<file path="src/rtl/reg_write_arbiter_if.sv">
// rtl/reg_write_arbiter_if.sv - requester/register bus shared by the write arbiter and its producers
interface reg_write_arbiter_if #(
    parameter int DATAWIDTH = 8,
    parameter int NUMREQ    = 4,
    parameter int IDXW      = 2
);
    logic [NUMREQ-1:0]           req;
    logic [NUMREQ-1:0]           lock;
    logic [NUMREQ*DATAWIDTH-1:0] d_bus;
    logic [DATAWIDTH-1:0]        q;
    logic [NUMREQ-1:0]           gnt;
    logic                        valid;
    logic [IDXW-1:0]             owner;

    modport master (output req, lock, d_bus, input q, gnt, valid, owner);
    modport slave  (input req, lock, d_bus, output q, gnt, valid, owner);
endinterface

</file>
<file path="src/rtl/reg_write_arbiter.sv">
// rtl/reg_write_arbiter.sv - round-robin write arbiter with burst locking onto one shared register
module reg_write_arbiter #(
    parameter int DATAWIDTH = 8,
    parameter int NUMREQ    = 4,
    parameter int IDXW      = 2,
    parameter int MAXBURST  = 4
) (
    input logic                Clk,
    input logic                Rst,
    reg_write_arbiter_if.slave bus
);
    logic [DATAWIDTH-1:0] q_q, q_d;
    logic [NUMREQ-1:0]    gnt_q, gnt_d;
    logic                 valid_q, valid_d;
    logic [IDXW-1:0]      owner_q, owner_d;
    logic [IDXW-1:0]      ptr_q, ptr_d;
    logic [3:0]           bcnt_q, bcnt_d;
    logic                 locked_q, locked_d;

    logic                        found;
    logic [IDXW-1:0]             win;
    logic                        hold;
    int                          idx;
    logic [NUMREQ-1:0]           req_sh;
    logic [NUMREQ-1:0]           own_req_sh;
    logic [NUMREQ-1:0]           own_lock_sh;
    logic [NUMREQ-1:0]           win_lock_sh;
    logic [NUMREQ*DATAWIDTH-1:0] d_sh;

    // Locked owner keeps the register until its lock drops or the burst quota is spent.
    always_comb begin
        own_req_sh  = bus.req >> owner_q;
        own_lock_sh = bus.lock >> owner_q;
        hold        = locked_q && own_req_sh[0] && own_lock_sh[0] && (bcnt_q < 4'(MAXBURST));
        found       = 1'b0;
        win         = '0;
        idx         = 0;
        req_sh      = '0;
        if (hold) begin
            found = 1'b1;
            win   = owner_q;
        end else begin
            for (int k = 0; k < NUMREQ; k++) begin
                idx = int'(ptr_q) + k;
                if (idx >= NUMREQ) idx = idx - NUMREQ;
                req_sh = bus.req >> idx;
                if (!found && req_sh[0]) begin
                    found = 1'b1;
                    win   = IDXW'(idx);
                end
            end
        end
    end

    always_comb begin
        q_d         = q_q;
        gnt_d       = '0;
        valid_d     = 1'b0;
        owner_d     = owner_q;
        ptr_d       = ptr_q;
        bcnt_d      = '0;
        locked_d    = 1'b0;
        win_lock_sh = bus.lock >> win;
        d_sh        = bus.d_bus >> (int'(win) * DATAWIDTH);
        if (found) begin
            q_d      = d_sh[DATAWIDTH-1:0];
            gnt_d    = NUMREQ'(1) << win;
            valid_d  = 1'b1;
            owner_d  = win;
            bcnt_d   = (win == owner_q && locked_q) ? bcnt_q + 4'd1 : 4'd1;
            locked_d = win_lock_sh[0] && (bcnt_d < 4'(MAXBURST));
            ptr_d    = (int'(win) == NUMREQ - 1) ? '0 : win + IDXW'(1);
        end
    end

    always_ff @(posedge Clk or posedge Rst) begin
        if (Rst) begin
            q_q      <= '0;
            gnt_q    <= '0;
            valid_q  <= 1'b0;
            owner_q  <= '0;
            ptr_q    <= '0;
            bcnt_q   <= '0;
            locked_q <= 1'b0;
        end else begin
            q_q      <= q_d;
            gnt_q    <= gnt_d;
            valid_q  <= valid_d;
            owner_q  <= owner_d;
            ptr_q    <= ptr_d;
            bcnt_q   <= bcnt_d;
            locked_q <= locked_d;
        end
    end

    assign bus.q     = q_q;
    assign bus.gnt   = gnt_q;
    assign bus.valid = valid_q;
    assign bus.owner = owner_q;
endmodule
</file>
<file path="src/flat_wrapper.sv">
// flat-port wrapper written by rule: the top's interface ports become plain ports
module reg_write_arbiter_flat 
#(
    parameter int DATAWIDTH = 8,
    parameter int NUMREQ    = 4,
    parameter int IDXW      = 2,
    parameter int MAXBURST  = 4
)
  (Clk, Rst, bus_req, bus_lock, bus_d_bus, bus_q, bus_gnt, bus_valid, bus_owner);
  reg_write_arbiter_if #(.DATAWIDTH(DATAWIDTH), .NUMREQ(NUMREQ), .IDXW(IDXW)) bus_i ();
  input logic Clk;
  input logic Rst;
  input wire logic [$bits(bus_i.req)-1:0] bus_req;
  input wire logic [$bits(bus_i.lock)-1:0] bus_lock;
  input wire logic [$bits(bus_i.d_bus)-1:0] bus_d_bus;
  output wire logic [$bits(bus_i.q)-1:0] bus_q;
  output wire logic [$bits(bus_i.gnt)-1:0] bus_gnt;
  output wire logic [$bits(bus_i.valid)-1:0] bus_valid;
  output wire logic [$bits(bus_i.owner)-1:0] bus_owner;
  assign bus_i.req = bus_req;
  assign bus_i.lock = bus_lock;
  assign bus_i.d_bus = bus_d_bus;
  assign bus_q = bus_i.q;
  assign bus_gnt = bus_i.gnt;
  assign bus_valid = bus_i.valid;
  assign bus_owner = bus_i.owner;
  reg_write_arbiter #(.DATAWIDTH(DATAWIDTH), .NUMREQ(NUMREQ), .IDXW(IDXW), .MAXBURST(MAXBURST)) u_core (.Clk(Clk), .Rst(Rst), .bus(bus_i));
endmodule
</file>
<file path="config.mk">
export PLATFORM = sky130hd
export DESIGN_NAME = reg_write_arbiter_flat
export DESIGN_NICKNAME = d
export VERILOG_FILES = /design/src/rtl/reg_write_arbiter_if.sv /design/src/rtl/reg_write_arbiter.sv /design/src/flat_wrapper.sv
export SDC_FILE = /design/constraint.sdc
export NUM_CORES = 1
export LEC_CHECK = 0
export BUFFER_PORTS_ARGS = -buffer_cell sky130_fd_sc_hd__buf_2
export CORE_MARGIN = 2
export CORE_UTILIZATION = 40
export CTS_CLUSTER_DIAMETER = 40
export DETAILED_ROUTE_END_ITERATION = 10
export PLACE_DENSITY = 0.76
export SKIP_LAST_GASP = 1
export SLEW_MARGIN = 5
export SYNTH_ARGS = -nofsm -noshare
export SYNTH_HDL_FRONTEND = slang
export SYNTH_SLANG_ARGS = --single-unit
</file>
<file path="constraint.sdc">
create_clock -name Clk -period 3.95 [get_ports Clk]
set_clock_uncertainty 0.15 [all_clocks]
set_input_delay 0.395 -clock Clk [delete_from_list [all_inputs] [get_ports Clk]]
set_output_delay 0.395 -clock Clk [all_outputs]
set_load 0.005 [all_outputs]
</file>
==> metrics.txt <==
Vias=1,426; RSZ-0062 raised after global routing=no; clk sinks=22; crit-path max FO=13; yosys synthesis warning count=0; crit path time final=3475 ps; layout cells sized above 1=0.3491; Setup crit end kind=flop; maximum vdd drop=around 0.00038 V; worst slack at placement=527.2 ps; Seq cells post-synth=22; FF-to-FF setup slack=between 400 and 500 ps; hold buffers post-CTS=0; fin util=0.5239; Initial Utilization=0.4242; Slew HR=0.3643; Clk Latency, worst-skew pair=between 200 and 300 ps; Pwr per Cell Area=just over 900 nW/µm²; GR Overflow Total=0; sequential fraction of the synthesis area=0.3492; CTS clk-pin slew, worst paths=80 ps; Post-synth ARST share=1.000; final worst slack=approximately 470 ps; worst-margin pin slew=947.1 ps; final wirelength=around 3600 µm; PortBufs=between 50 and 60; final period utilization=0.8798; Root Buffer=clkbuf_8; Syn Area/Cell=9.978 µm²; total die area=4460 µm²; GPL Wtd Cong=0.8992; Crit path arrival time=3480 ps; Slew Limit Fails=0; chip width=approximately 67 µm; initial antenna violation count=0; diode count=0; Initial DRT Pass Iterations=5; RR Endpoint=u_core.ptr_q[1]$_DFFE_PP0P_; Top FF cell, synth=dfrtp_1; post-route ant nets=0; Hold Violations, Final=0; Avg WL per Cell=between 10 and 15 µm; TritonCTS buffer count=3; Setup crit start kind=flop; DP HPWL=between 2000 and 3000 µm; Total Neg Setup Slack=0 ps; Die H=approximately 67 µm; Inst Count DP=between 200 and 300; Area after DPL=~1900 µm²; Syn Std Cell Area=1577 µm²; first-pass GRT wire length=5913 µm; leakage=0.9222 nW; Req. time, crit path=3960 ps; Synth-to-Final Area Change=23.49%; FF-to-FF Start=u_core.ptr_q[0]$_DFFE_PP0P_; fmax=287.7 MHz; status=finished clean; Yosys top cell by area=dfrtp_1; largest net degree at the start of global routing=23; syn nets=208; CORE AREA=3716 µm²; H-tree levels=1; num rows=22; post-CTS setup buffers=0; path type of the worst min-delay path=in2async; number of max-cap violations=0; Total GRT Usage=0.1765; final setup vio count=0; Via-to-Cell Ratio=5.485; EDFF count, synth=0; DRT iter0 DRCs=76; Finished Cell Area=1947 µm²; final cell count without fillers=260; vias in the first global route=around 1,300; drt drc=0; Yosys top cell area share=0.3492; top post-synthesis cells by area=dfrtp_1 35%, mux2i_1 10%, ha_1 6.3%, nand2_1 3.3%, mux4_2 2.9%; Layout Nets=263; Critical Path End=u_core.ptr_q[1]$_DFFE_PP0P_; Bufs on Longest Clock Path=2; Cells after Synth=158; num ports=57; PostCTS Resize Cnt=0; CTS tree=done; Unique masters post-synth=50; crit path from=u_core.ptr_q[0]$_DFFE_PP0P_; worst reg-to-reg path cell count=11; Setup Crit Path Kind=reg2reg
## cells by family (layout without fill, tap and decap cells)
logic type | Yosys count | in the layout | synth area share
mux | 22 | 22 | 0.1587
flops | 22 | 22 | 0.3492
buf+inv | 16 | 70 | 0.05872
xor+xnor | 3 | 3 | 0.01667
fa+ha+maj | 8 | 8 | 0.06349
compound gates | 39 | 39 | 0.1778
simple gates | 48 | 48 | 0.1754
## layout make-up
type / instances / area [µm²]
fill: 348 / 1769
multi-input combinational: 120 / 933.4
sequential: 22 / 550.5
timing repair buffer: 59 / 302.8
tap: 48 / 60.06
clock buffer: 3 / 41.29
clock inverter: 1 / 30.03
inverter: 7 / 28.78
## report_power, final
group	total, mW	switching (mW)	internal (mW)
Sequential	0.433	0.0962	0.337
Clock	0.214	0.0789	0.136
Combinational	1.13	0.598	0.534
## layout by cell type, fill, tap and decap left out, types with 2 or more instances in the layout
cell | Yosys | layout
o21ai_1 | 4 | 4
buf_2 | 0 | 56
and3_1 | 2 | 2
nand3_1 | 6 | 6
o211ai_1 | 2 | 2
inv_1 | 5 | 5
o221ai_1 | 5 | 5
mux2_2 | 3 | 3
nor2b_1 | 4 | 4
dfrtp_1 | 22 | 22
clkbuf_8 | 0 | 3
buf_4 | 2 | 3
a211oi_1 | 3 | 3
nand4_1 | 2 | 2
nor3_1 | 4 | 4
nand2b_1 | 3 | 3
ha_1 | 8 | 8
xor2_1 | 2 | 2
nor2_1 | 2 | 2
mux4_2 | 2 | 2
o22ai_1 | 4 | 4
nand3b_1 | 2 | 2
nand2_1 | 14 | 14
a21oi_1 | 8 | 8
mux2i_1 | 16 | 16
a31oi_2 | 2 | 2
## synth_stat cells (3+ instances only)
master	count
a211oi_1	3
nand2_1	14
a21oi_1	8
ha_1	8
o221ai_1	5
nor2b_1	4
dfrtp_1	22
mux2i_1	16
buf_6	3
inv_1	5
nand2b_1	3
clkbuf_1	4
mux2_2	3
nand3_1	6
o22ai_1	4
o21ai_1	4
nor3_1	4
## sequential cells by signal, summed over array words and instances, names as in the netlist
name,count
u_core.bus.q,8
u_core.bcnt_q,4
u_core.bus.gnt,4
u_core.bus.owner,2
u_core.ptr_q,2
u_core.bus.valid,1
u_core.locked_q,1
## per-stage QoR
stage	total power [mW]	hold slack, ps
global route	1.967	214.0
global placement	1.554	319.3
CTS	1.793	162.4
finish	1.779	123.5
detailed placement	1.574	324.9
floorplan	1.317	234.2
## routing by layer
metal | part of all wire | track usage | up-vias
li1 | - | - | 702
met1 | 0.45 | 0.2418 | 675
met2 | 0.48 | 0.2813 | 44
met3 | 0.060 | 0.03378 | 5
met4 | 0.011 | 0.05357 | 0
met5 | 0 | 0 | -
## critical path, stage by stage (launching register included)
cell	delay, ps
dfrtp_1	620
inv_1	180
ha_1	440
nor4b_1	190
nor3_1	330
or4_1	200
nand3_1	120
o21ai_1	550
inv_1	150
ha_1	310
nand2_1	50
o21ai_1	70
## how the worst min path moves through the flow
stage | startpoint | endpoint | slack [ps] | cells after the start
4_1_cts | Rst | u_core.bcnt_q[0]$_DFF_PP0_ | 160 | 2
3_5_place_dp | u_core.bus.q[3]$_DFFE_PP0P_ | u_core.bus.q[3]$_DFFE_PP0P_ | 320 | 2
5_1_grt | Rst | u_core.bus.valid$_DFF_PP0_ | 210 | 2
2_1_floorplan | Rst | u_core.bcnt_q[0]$_DFF_PP0_ | 230 | 1
3_3_place_gp | u_core.bus.q[6]$_DFFE_PP0P_ | u_core.bus.q[6]$_DFFE_PP0P_ | 320 | 2
6_report | Rst | u_core.bus.gnt[3]$_DFF_PP0_ | 120 | 2
No activity file was read; power rests on OpenSTA's default activity.
